`src/rtl/inert_pkg.sv`:
```
// Shared types and constants for the IMU sampler: FSM states, SPI command words,
// and the fixed-point constants of the pitch fusion filter.
package inert_pkg;

  typedef enum logic [3:0] {
    INIT_WAIT,
    INIT1,
    INIT2,
    INIT3,
    INIT4,
    WAIT_INT,
    RD_RTL,
    RD_RTH,
    RD_AZL,
    RD_AZH,
    UPDATE
  } state_e;

  localparam logic [15:0] CMD_INIT1  = 16'h0D02;  // INT on data ready
  localparam logic [15:0] CMD_INIT2  = 16'h1053;  // accel 208 Hz
  localparam logic [15:0] CMD_INIT3  = 16'h1150;  // gyro 208 Hz
  localparam logic [15:0] CMD_INIT4  = 16'h1460;  // rounding
  localparam logic [15:0] CMD_RD_RTL = 16'hA200;
  localparam logic [15:0] CMD_RD_RTH = 16'hA300;
  localparam logic [15:0] CMD_RD_AZL = 16'hAC00;
  localparam logic [15:0] CMD_RD_AZH = 16'hAD00;

  localparam logic [15:0]        PTCH_RT_OFFSET_DEF = 16'h0050;
  localparam logic signed [26:0] FUSION_MAG         = 27'sd1024;
  localparam logic signed [26:0] AZ_SCALE           = 27'sd327;

  function automatic logic [15:0] state_cmd(input state_e s);
    case (s)
      INIT1:   return CMD_INIT1;
      INIT2:   return CMD_INIT2;
      INIT3:   return CMD_INIT3;
      INIT4:   return CMD_INIT4;
      RD_RTL:  return CMD_RD_RTL;
      RD_RTH:  return CMD_RD_RTH;
      RD_AZL:  return CMD_RD_AZL;
      RD_AZH:  return CMD_RD_AZH;
      default: return 16'h0000;
    endcase
  endfunction

  function automatic state_e state_next(input state_e s);
    case (s)
      INIT1:   return INIT2;
      INIT2:   return INIT3;
      INIT3:   return INIT4;
      INIT4:   return WAIT_INT;
      RD_RTL:  return RD_RTH;
      RD_RTH:  return RD_AZL;
      RD_AZL:  return RD_AZH;
      RD_AZH:  return UPDATE;
      default: return WAIT_INT;
    endcase
  endfunction

endpackage

```
`src/rtl/spi_mnrch.sv`:
```
// 16-bit SPI master, mode 3 (SCLK idles high, SCLK = clk/16), 272-clk SS_n frame;
// done pulses with the SS_n rise, wrt while a frame is in progress is ignored.
module spi_mnrch (
  input  logic        clk,
  input  logic        rst_n,
  input  logic        wrt,
  input  logic [15:0] cmd,
  output logic        done,
  output logic [15:0] rd_data,
  output logic        SS_n,
  output logic        SCLK,
  output logic        MOSI,
  input  logic        MISO
);

  localparam logic [8:0] LAST_CNT = 9'd271;

  logic        ss_n_q, ss_n_d;
  logic        sclk_q, sclk_d;
  logic        mosi_q, mosi_d;
  logic        done_q, done_d;
  logic [15:0] shft_q, shft_d;
  logic [8:0]  cnt_q, cnt_d;

  // cnt_q counts clocks since SS_n fell: falls at 7+16k, rises at 15+16k for
  // k = 0..15, then SCLK rests high until SS_n rises after clock 271.
  always_comb begin
    ss_n_d = ss_n_q;
    sclk_d = sclk_q;
    mosi_d = mosi_q;
    shft_d = shft_q;
    cnt_d  = cnt_q;
    done_d = 1'b0;
    if (ss_n_q) begin
      if (wrt) begin
        ss_n_d = 1'b0;
        cnt_d  = '0;
        shft_d = cmd;
      end
    end else begin
      cnt_d = cnt_q + 9'd1;
      if (cnt_q == LAST_CNT) begin
        ss_n_d = 1'b1;
        done_d = 1'b1;
        mosi_d = 1'b0;
      end else if (!cnt_q[8]) begin
        if (cnt_q[3:0] == 4'd7) begin
          sclk_d = 1'b0;
          mosi_d = shft_q[15];
        end else if (cnt_q[3:0] == 4'd15) begin
          sclk_d = 1'b1;
          shft_d = {shft_q[14:0], MISO};
        end
      end
    end
  end

  always_ff @(posedge clk or negedge rst_n) begin
    if (!rst_n) begin
      ss_n_q <= 1'b1;
      sclk_q <= 1'b1;
      mosi_q <= 1'b0;
      done_q <= 1'b0;
      shft_q <= '0;
      cnt_q  <= '0;
    end else begin
      ss_n_q <= ss_n_d;
      sclk_q <= sclk_d;
      mosi_q <= mosi_d;
      done_q <= done_d;
      shft_q <= shft_d;
      cnt_q  <= cnt_d;
    end
  end

  assign SS_n    = ss_n_q;
  assign SCLK    = sclk_q;
  assign MOSI    = mosi_q;
  assign done    = done_q;
  assign rd_data = shft_q;

endmodule

```
`src/rtl/inert_sampler.sv`:
```
// IMU front end: configures the IMU over SPI, reads pitch rate and Z accel on each
// data-ready INT and fuses them into a pitch angle; vld strobes one clk after UPDATE.
module inert_sampler
  import inert_pkg::*;
#(
  parameter bit          fast_sim       = 1'b1,
  parameter logic [15:0] PTCH_RT_OFFSET = PTCH_RT_OFFSET_DEF
) (
  input  logic               clk,
  input  logic               rst_n,
  input  logic               INT,
  input  logic               MISO,
  output logic               SS_n,
  output logic               SCLK,
  output logic               MOSI,
  output logic               vld,
  output logic signed [15:0] ptch,
  output logic signed [15:0] ptch_rt
);

  state_e             state_q;
  logic [15:0]        tmr_q;
  logic               sent_q;
  logic               wrt_q;
  logic [15:0]        cmd_q;
  logic               int_ff1_q, int_ff2_q;
  logic [7:0]         rtl_q, rth_q, azl_q, azh_q;
  logic signed [15:0] ptch_rt_q;
  logic signed [26:0] ptch_int_q, ptch_int_d;
  logic               vld_q;

  logic               done;
  logic [15:0]        rd_data;
  logic               tmr_done;

  spi_mnrch u_spi (
    .clk    (clk),
    .rst_n  (rst_n),
    .wrt    (wrt_q),
    .cmd    (cmd_q),
    .done   (done),
    .rd_data(rd_data),
    .SS_n   (SS_n),
    .SCLK   (SCLK),
    .MOSI   (MOSI),
    .MISO   (MISO)
  );

  assign tmr_done = fast_sim ? (tmr_q[9:0] == 10'h3FF) : (tmr_q == 16'hFFFF);

  logic [15:0]        rt_new;
  logic [15:0]        comp;
  logic signed [26:0] az_ext, az_prod, az_shr;
  logic signed [15:0] ptch_acc;
  logic signed [26:0] fusion;
  logic               unused_bits;

  // The integrator step uses the freshly read rate, not the registered ptch_rt.
  assign rt_new     = {rth_q, rtl_q};
  assign comp       = rt_new - PTCH_RT_OFFSET;
  assign az_ext     = $signed({{11{azh_q[7]}}, azh_q, azl_q});
  assign az_prod    = az_ext * AZ_SCALE;
  assign az_shr     = az_prod >>> 13;
  assign ptch_acc   = az_shr[15:0];
  assign fusion     = (ptch_acc > ptch) ? FUSION_MAG : -FUSION_MAG;
  assign ptch_int_d = ptch_int_q - $signed({{11{comp[15]}}, comp}) + fusion;
  assign unused_bits = &{1'b0, rd_data[15:8], az_shr[26:16]};

  always_ff @(posedge clk or negedge rst_n) begin
    if (!rst_n) begin
      state_q    <= INIT_WAIT;
      tmr_q      <= '0;
      sent_q     <= 1'b0;
      wrt_q      <= 1'b0;
      cmd_q      <= '0;
      int_ff1_q  <= 1'b0;
      int_ff2_q  <= 1'b0;
      rtl_q      <= '0;
      rth_q      <= '0;
      azl_q      <= '0;
      azh_q      <= '0;
      ptch_rt_q  <= '0;
      ptch_int_q <= '0;
      vld_q      <= 1'b0;
    end else begin
      int_ff1_q <= INT;
      int_ff2_q <= int_ff1_q;
      wrt_q     <= 1'b0;
      vld_q     <= 1'b0;
      case (state_q)
        INIT_WAIT: begin
          tmr_q <= tmr_q + 16'd1;
          if (tmr_done) state_q <= INIT1;
        end
        WAIT_INT: begin
          if (int_ff2_q) state_q <= RD_RTL;
        end
        UPDATE: begin
          ptch_rt_q  <= rt_new;
          ptch_int_q <= ptch_int_d;
          vld_q      <= 1'b1;
          state_q    <= WAIT_INT;
        end
        default: begin
          // Command states: one wrt per state, advance when the frame completes.
          if (!sent_q) begin
            wrt_q  <= 1'b1;
            cmd_q  <= state_cmd(state_q);
            sent_q <= 1'b1;
          end else if (done) begin
            sent_q  <= 1'b0;
            state_q <= state_next(state_q);
            case (state_q)
              RD_RTL:  rtl_q <= rd_data[7:0];
              RD_RTH:  rth_q <= rd_data[7:0];
              RD_AZL:  azl_q <= rd_data[7:0];
              RD_AZH:  azh_q <= rd_data[7:0];
              default: ;
            endcase
          end
        end
      endcase
    end
  end

  assign vld     = vld_q;
  assign ptch    = ptch_int_q[26:11];
  assign ptch_rt = ptch_rt_q;

endmodule

```
`config.mk`:
```
export PLATFORM = sky130hd
export DESIGN_NAME = inert_sampler
export DESIGN_NICKNAME = d
export VERILOG_FILES = /design/src/rtl/inert_pkg.sv /design/src/rtl/spi_mnrch.sv /design/src/rtl/inert_sampler.sv
export SDC_FILE = /design/constraint.sdc
export NUM_CORES = 1
export LEC_CHECK = 0
export ABC_AREA = 1
export BUFFER_PORTS_ARGS = -buffer_cell sky130_fd_sc_hd__clkbuf_2
export CORE_AREA = 2 2 141 143
export CTS_BUF_LIST = sky130_fd_sc_hd__clkbuf_4
export CTS_CLUSTER_DIAMETER = 30
export CTS_CLUSTER_SIZE = 12
export DETAILED_ROUTE_END_ITERATION = 10
export DIE_AREA = 0 0 143 145
export PLACE_DENSITY_LB_ADDON = 0.3
export SYNTH_ARGS = -nofsm -noshare
export SYNTH_HDL_FRONTEND = slang
export SYNTH_SLANG_ARGS = --single-unit
```
`constraint.sdc`:
```
create_clock -name clk -period 7.55 [get_ports clk]
set_clock_uncertainty 0.2 [all_clocks]
set_input_delay 1.8875 -clock clk [delete_from_list [all_inputs] [get_ports clk]]
set_output_delay 1.8875 -clock clk [all_outputs]
set_load 0.02 [all_outputs]
```
; ---- Word-level counts from Yosys, hierarchy flattened
; Memory sizes are Yosys's and may differ from the RTL's. A register that Yosys moved wholly into a read port is not among the register bits.
; Index checks and enable logic that the tools add are counted.
[totals]
register_bits = 145
mem_bits_ro = 256
inputBits = 4
out_inout_bits = 36
wordCells = 96
memories = 2
[op_classes]
add_sub_neg = 5
mul = 1
magnitude_cmp = 1
n_eq_ne = 17
n_mux = 28
bitwise_logic = 5
n_reduce_logical = 17
[memory_table]
columns = memory, words, width, rd, rd_ports_with_merged_regs, write_ports, line
row1 = (name not given), 16, 12, 1, 1, 0, inert_pkg.sv:33  ; case (s)
row2 = (name not given), 16, 4, 1, 0, 0, inert_pkg.sv:47  ; case (s)
[op_table]
columns = operator, n
row1 = 2-to-1 mux 16 bit, 6
row2 = adder 27 bit, 1
row3 = 2-to-1 mux 27 bit, 1
row4 = subtractor 27 x 16 -> 27 bit, 1
row5 = "multiplier 16 x 10 -> 26 bit, second input constant", 1
row6 = AND reduction 4 bit, 6
row7 = 2-to-1 mux 9 bit, 2
row8 = "adder 16 x 1 -> 16 bit, second input constant", 1
row9 = "equality test 4 x 3 -> 1 bit, second input constant", 4
row10 = "equality test 4 bit, second input constant", 4
row11 = greater-than comparator 13 x 16 -> 1 bit, 1
row12 = 2-to-1 mux 4 bit, 4
row13 = "subtractor 16 x 7 -> 16 bit, second input constant", 1
row14 = 2-to-1 mux 1 bit, 14
row15 = one-hot mux 4 bit (3 select lines), 1
row16 = "equality test 10 bit, second input constant", 1
row17 = "adder 9 x 1 -> 9 bit, second input constant", 1
row18 = "equality test 9 bit, second input constant", 1
row19 = "!= test 2 bit, second input constant", 4
row20 = nonzero test 4 bit, 2
row21 = "!= test 2 x 1 -> 1 bit, second input constant", 3
row22 = nonzero test 2 bit, 3
row23 = NOT 1 bit, 5
row24 = AND reduction 5 bit, 1
row25 = other kinds (5), 5

; ---- Longest topological paths before layout
; Gate-level depths: netlist (run 1).
[logic_depth]
ltp_word = 6
depth_mapped = 42
mapped_depth_nobuf = 42

; ---- Modules after synthesis
; From an unflattened synthesis (run 1), not the netlist that was laid out.
[hier_totals]
cells_unflattened = 1434
hier_area_um2 = 11523.6
[by_module_without_submodules]
columns = mod, n_inst, cells_each, area_each_um2, seq_area_each_um2
row1 = inert_sampler, 1, 1229, 10002.1, 2602.5
row2 = spi_mnrch, 1, 205, 1521.5, 728.2

; ---- Worst setup path before layout (run 1)
; Ideal clock, no wire load.
[synth_timing]
kind = reg2reg
start = register azh_q[5]
end = register ptch_int_q[18]
setup_time_ns = 0.132
arrival_ns = 7.380
t_required_ns = 7.218
path_slack_ns = -0.163
stages_incl_launch_ff = 36
n_path_buf = 0
synth_period_minus_slack_ns = 7.713
path_cell_list = dfrtp_1 ha_1 ha_1 fa_1 fa_1 inv_1 fa_1 inv_1 ha_1 nand2_1 nor2_1 or3b_1 o21ai_1 nand2_1 nand2_1 nand2_1 nand2_1 nand2_1 ha_1 a21oi_1 nand2_1 a21oi_1 nand2_1 nand2_1 nand3_1 fa_1 ha_1 a21oi_1 inv_1 a21oi_1 nor2_1 nor2_1 nand3_1 or2_2 nand3_1 o21ai_0
[synth_via]
elab_chain_cells = 4
[synth_lines]
columns = element, line
row1 = "start, declared", inert_sampler.sv:27  ; logic [7:0] rtl_q, rth_q, azl_q, azh_q;
row2 = "start signal, assigned", inert_sampler.sv:117  ; RD_AZH: azh_q <= rd_data[7:0];
row3 = multiplier 16 x 10 -> 26 bit, inert_sampler.sv:62  ; assign az_prod = az_ext * AZ_SCALE;
row4 = greater-than comparator 13 x 16 -> 1 bit, inert_sampler.sv:65  ; assign fusion = (ptch_acc > ptch) ? FUSION_MAG : -FUSION_MAG;
row5 = 2-to-1 mux 27 bit, inert_sampler.sv:65
row6 = adder 27 bit, inert_sampler.sv:66  ; assign ptch_int_d = ptch_int_q - $signed({{11{comp[15]}}, comp}) + fusion;
row7 = "end signal, assigned", inert_sampler.sv:100  ; ptch_int_q <= ptch_int_d;
row8 = "end, declared", inert_sampler.sv:29  ; logic signed [26:0] ptch_int_q, ptch_int_d;
; No other way between the ends.
; A chain may end at the register's enable or synchronous reset.

; ---- Final worst setup path (run 1)
[layout_timing]
start = register azh_q[6]
end = register ptch_int_q[21]
; The elaborated chain is that of the path after synthesis.

==> results of run 1 <==
==> worst max-delay path, delay by kind of cell, from the launching register on <==
family	cells	cell delay (ps)
fa+ha+maj	9	3450
buf+inv	5	430
compound gates	10	1460
simple gates	11	1220
flops	1	460
==> layout by cell type (no fill, tap or decap), drive strengths merged <==
cell / instances
xnor2: 13
nor2: 81
a22oi: 2
nand3: 66
clkinvlp: 3
a21boi: 2
o21a: 2
buf: 54
or3b: 1
a211oi: 1
or2: 7
xor2: 34
a221oi: 1
nand4: 12
o31ai: 3
clkbuf: 57
dfrtp: 131
nor3: 14
a31oi: 4
o211ai: 5
nor4: 3
a21oi: 65
o21ai: 135
a41oi: 2
nand2: 283
inv: 239
a21o: 8
bufinv: 2
dfstp: 2
nor3b: 1
a31o: 1
ha: 141
a211o: 1
fa: 58
clkinv: 5
nand3b: 3
o22ai: 5
o21bai: 6
==> worst max-delay path by stage <==
stage               startpoint        endpoint  slack [ps]  cells past startpoint
global route          azh_q[6]  ptch_int_q[26]        -140                     39
finish                azh_q[6]  ptch_int_q[21]         160                     35
global placement      azl_q[7]  ptch_int_q[21]          20                     35
detailed placement    azh_q[1]  ptch_int_q[21]        -230                     33
CTS                   azh_q[1]  ptch_int_q[18]           9                     34
floorplan             azh_q[5]  ptch_int_q[18]         140                     35
==> cell type report <==
cell class	instances	share of cell area, %
clock inverter	14	1.16
tap	265	2.55
timing repair buffer	93	4.90
inverter	235	6.80
clock buffer	18	1.04
sequential	133	25.6
multi-input combinational	960	57.9
==> flip-flops by register name, summed over array words and instances (netlist names) <==
name,cells
azh_q,8
azl_q,8
cmd_q,10
int_ff1_q,1
int_ff2_q,1
ptch_int_q,27
ptch_rt,16
rth_q,8
rtl_q,8
sent_q,1
state_q,4
tmr_q,10
u_spi.MOSI,1
u_spi.SCLK,1
u_spi.SS_n,1
u_spi.cnt_q,9
u_spi.done,1
u_spi.rd_data,16
vld,1
wrt_q,1
==> kinds of logic after synthesis <==
group                    count (synthesis)  synth area share [%]
adder cells (fa/ha/maj)                199                  26.1
AO/OA/AOI/OAI                          243                  12.2
buffers and inverters                  271                  9.95
XOR/XNOR                                47                  3.68
AND/OR/NAND/NOR                        471                  18.3
flip-flops                             133                  29.8
==> cells in the mapped netlist, drive strengths merged, types with 13 or more instances <==
| cell type | number |
|---|---|
| a21oi | 65 |
| buf | 24 |
| dfrtp | 131 |
| fa | 58 |
| ha | 141 |
| inv | 235 |
| nand2 | 283 |
| nand3 | 66 |
| nor2 | 81 |
| nor3 | 14 |
| o21ai | 135 |
| xnor2 | 13 |
| xor2 | 34 |
==> routing by layer <==
layer,vias up,part of all wire (%),global-route usage [%],routed length (um)
met5,-,0,0,0
met1,4481,44,34.6,11700
met4,0,2.8,8.22,748
met3,75,4.2,3.56,1110
met2,254,49,39.8,12900
li1,4556,-,-,-
==> timing repair <==
item	in CTS	in global routing
gates resized for setup	18	132
pin swaps	4	73
buffers inserted	2	26
endpoints found under the setup margin	11	15
gates cloned	0	1
endpoints found under the hold margin	0	0
==> power by group <==
| part | total (mW) | internal (mW) | switching [mW] |
|---|---|---|---|
| combinational | 0.0172 | 0.00160 | 0.0156 |
| clock | 0.502 | 0.204 | 0.299 |
| sequential | 0.714 | 0.714 | 0.000645 |
==> metrics by stage <==
step	setup TNS [ps]	cell area [um^2]	power (mW)	setup slack, ps	instances
floorplan	0	11200	0.729	140	1364
global placement	0	11700	0.746	21.7	1657
detailed placement	-1700	11700	0.746	-231	1657
CTS	0	12100	1.24	8.82	1691
global route	-1050	13000	1.29	-138	1718
finish	0	13000	1.23	162	1718
==> results.cfg, run 1 <==
[clocking]
clock_sinks = 133
cts_max_path_buffers = 2
numCtsBuffers = 17
cts_root_buf = clkbuf_4
ctsHoldBuffers = 0
cts_max_level = 4
insertion_delay_ps = 560
cts_tree = built
clk_pin_slew_ps = 140

[worst_setup_path]
r2r-start = azh_q[6]
worstPathArrival_ps = 7630
crit_type = flip-flop to flip-flop
r2r-end = ptch_int_q[21]
crit_path_end_kind = flip-flop
cp-start-kind = flip-flop
crit_slowest_cell = fa_1
cp_max_fo = 7
rrSetupSlack_ps = 160
required_ps = 7790
worstRegToRegCells = 35
slowest_delay_ps = 570

[synthesis]
syn-cell-area_um2 = 11200
syn_nets = 1567
synth_area_leader_cell = dfrtp_1
synthCells = 1364
yosysTopAreaCellShare_pct = 29.3
yosysWarnings = 0
yosys_register_bits = 133
seq_area_frac_synth_pct = 29.8
ys_async_sr_fraction_pct = 100
syn_area_per_cell_um2 = 8.21
synth_area_leaders = dfrtp_1 29%, ha_1 16%, fa_1 10%
synth_cell_types = 53
synthFlopType = dfrtp_1
synth_edf_count = 0

[global_route]
grt_pass1_wl_mm = 41.8
grt_start_max_net_pins = 91
gr-usage-all-layers_pct = 24.8
grt.overflow.total = 0
grt_pass1_vias = 8846
antenna_found_initial = 0

[detailed_routing]
dr_total_vias = 9366
drc_errors = 0
drt-total-wl_mm = 26.5
routed_via_density = 5.45
firstDrtPassIters = 7
drt_iter0_markers = 794
antenna_left = 0
wl_per_cell_um = 15.4

[sta]
worstMarginPinSlew_ps = 1010
fin_crit_sh_pct = 97.8
holdWs_ps = 170
drv_slew = 0
final-hold-violation-count = 0
setup_viol = 0
min_period_ps = 7390
slew_headroom_pct = 32.4
max_freq_ghz = 0.135

[die]
die_y_um = 145
design.core.area_um2 = 19200
fp-row-count = 51
die_w_um = 143
start_util_pct = 58.3
ios = 40
die_area_um2 = 20700

[finish]
area_growth_pct = 16.2
nFillCells = 1485
num_antenna_cells = 0
multi_input_area_um2 = 7530
layout.nets = 1643
final_core_util_pct = 67.7
layout-drive-gt1-share_pct = 20.1
ff_latch_area_um2 = 3340

[min_path]
hold_start = int_ff1_q
hold_depth = 0
min_to = int_ff2_q
min_path_type = flip-flop to flip-flop

[place]
place.gp.congestion = 0.973
place.port_buffers = 39
dp_hpwl_mm = 19.0

[job]
timing.max_cap.violations = 0

[power_and_ir_drop]
ir_drop_v = 0.000112
p_leak_nw = 6.85
p_per_area_nw_per_um2 = 94.9

[status]
status = completed
No activity file was read; power rests on OpenSTA's default activity.
==> inputs of run 2 (changes only) <==
- PLACE_DENSITY: unset -> 0.75
- PLACE_DENSITY_LB_ADDON: 0.3 -> unset
==> run 2 against run 1 <==
Against the previous run: the run now ends with negative setup slack left; register-to-register slack got worse by 200 ps; clock-buffer cell count fell by 1; die area stayed put; combinational power is essentially flat; sequential power about the same; via count shrank 0.85%; maximum frequency is 2.7% lower; non-clock buffer count is 12 lower; total power increased by 1.7%; highest routed layer unchanged.
==> results.cfg, run 2 (synthesis results as in run 1) <==
[sta]
max_freq_ghz = 0.132
drv_slew = 0
setup_tns_ps = -45.6
finalWorstSetupSlack_ps = -38.8
worstMarginPinSlew_ps = 971
min_period_ps = 7590
holdWs_ps = 162
fin_crit_sh_pct = 101
final-hold-violation-count = 0
slew_headroom_pct = 35.2
rsz0062_at_grt = yes
setup_viol = 2

[power_and_ir_drop]
p_leak_nw = 6.83
ir_drop_v = 0.000114
fin_total_pwr_mw = 1.25
p_per_area_nw_per_um2 = 97.1

[global_route]
gr-usage-all-layers_pct = 25.0
grt_pass1_wl_mm = 41.8
grt_start_max_net_pins = 85
grt_pass1_vias = 8722
antenna_found_initial = 0
grt.overflow.total = 0

[place]
place.port_buffers = 39
dp_hpwl_mm = 19.2
place.gp.congestion = 0.954
dpl.cell_count = 1657

[clocking]
cts_max_path_buffers = 2
insertion_delay_ps = 570
clock_sinks = 133
ctsHoldBuffers = 0
numCtsBuffers = 17
cts_tree = built
cts_max_level = 4
cts_root_buf = clkbuf_4
clk_pin_slew_ps = 150

[worst_setup_path]
required_ps = 7800
worstRegToRegCells = 35
slowest_delay_ps = 550
cp-endpoint = ptch_int_q[22]
cp_max_fo = 8
crit_slowest_cell = fa_1
worstPathArrival_ps = 7840
cp-start-kind = flip-flop
crit_type = flip-flop to flip-flop
crit_path_end_kind = flip-flop
rrSetupSlack_ps = -40
critPathLaunch = azh_q[4]
crit_top_cell = nand2_1
r2r-end = ptch_int_q[22]
r2r-start = azh_q[4]

[die]
ios = 40
die_area_um2 = 20700
die_w_um = 143
fp-row-count = 51
start_util_pct = 58.3
die_y_um = 145
design.core.area_um2 = 19200

[finish]
layout_common_cells = 256 x nand2_1, 224 x inv_1, 127 x dfrtp_1
layout-drive-gt1-share_pct = 18.5
top_register = ptch_int_q
largest_register_ffs = 27
nFillCells = 1505
area_growth_pct = 15.4
final_core_util_pct = 67.3
num_antenna_cells = 0
final_cells = 1706
layout.nets = 1631
layout_commonest_cell = nand2_1

[job]
timing.max_cap.violations = 0

[min_path]
min_path_type = flip-flop to flip-flop

[detailed_routing]
drt-total-wl_mm = 26.9
drc_errors = 0
dr_total_vias = 9286
routed_via_density = 5.44
firstDrtPassIters = 7
wl_per_cell_um = 15.8
antenna_left = 0
drt_iter0_markers = 615

[status]
status = complete, but fails checks
violations = negative setup slack
## run 2: changes by cell type in the layout (fill, tap and decap cells not counted), sizes merged
cell and delta:
buf -12, clkinv -2, clkbuf -1, inv +2, clkinvlp +1
## run 2: power by group
part / total (mW) / switching, mW / internal [mW]
combinational: 0.0173 / 0.0157 / 0.00160
clock: 0.523 / 0.320 / 0.203
sequential: 0.714 / 0.000596 / 0.714
## run 2: how the worst min path moves through the flow
stage / from / depth (start not counted) / endpoint
after detailed placement: int_ff1_q / 0 / int_ff2_q
after global routing: int_ff1_q / 0 / int_ff2_q
after floorplan: int_ff1_q / 0 / int_ff2_q
after global placement: int_ff1_q / 0 / int_ff2_q
after CTS: int_ff1_q / 0 / int_ff2_q
final: int_ff1_q / 0 / int_ff2_q
## run 2: routing by layer
layer	global-route usage (%)	share of wire [%]	vias up
li1	-	-	4536
met4	8.51	3.6	0
met2	40.2	48	252
met3	3.60	4.6	83
met1	34.7	43	4415
met5	0	0	-
## run 2: final cells by class
type	count	area, um^2	share of cell area, %
flip-flops and latches	133	3340	25.8
multi-input cells	960	7520	58.2
repair buffers	81	547	4.23
clock buffers	17	128	0.988
well taps	265	332	2.57
inverters	235	887	6.87
clock inverters	15	166	1.29
## run 2: per-stage QoR
step                      area [um^2]  setup WS, ps
after floorplan                 11200           140
after global placement          11700          29.8
after detailed placement        11700          -186
after CTS                       12100          39.3
after global routing            12900          -336
final                           12900         -38.8
## run 2: critical path: cells and delay by family, from the launching register on
kind / cells / cell delay (ps)
AO/OA/AOI/OAI: 9 / 1700
XOR/XNOR: 1 / 180
adder cells (fa/ha/maj): 9 / 3310
buffers and inverters: 3 / 270
flip-flops: 1 / 500
AND/OR/NAND/NOR: 13 / 1280
## run 2: what timing repair did
action	CTS	global route
buffers inserted	3	13
setup endpoints to repair	11	15
gates cloned	0	1
pin swaps	1	69
gates resized for setup	11	125
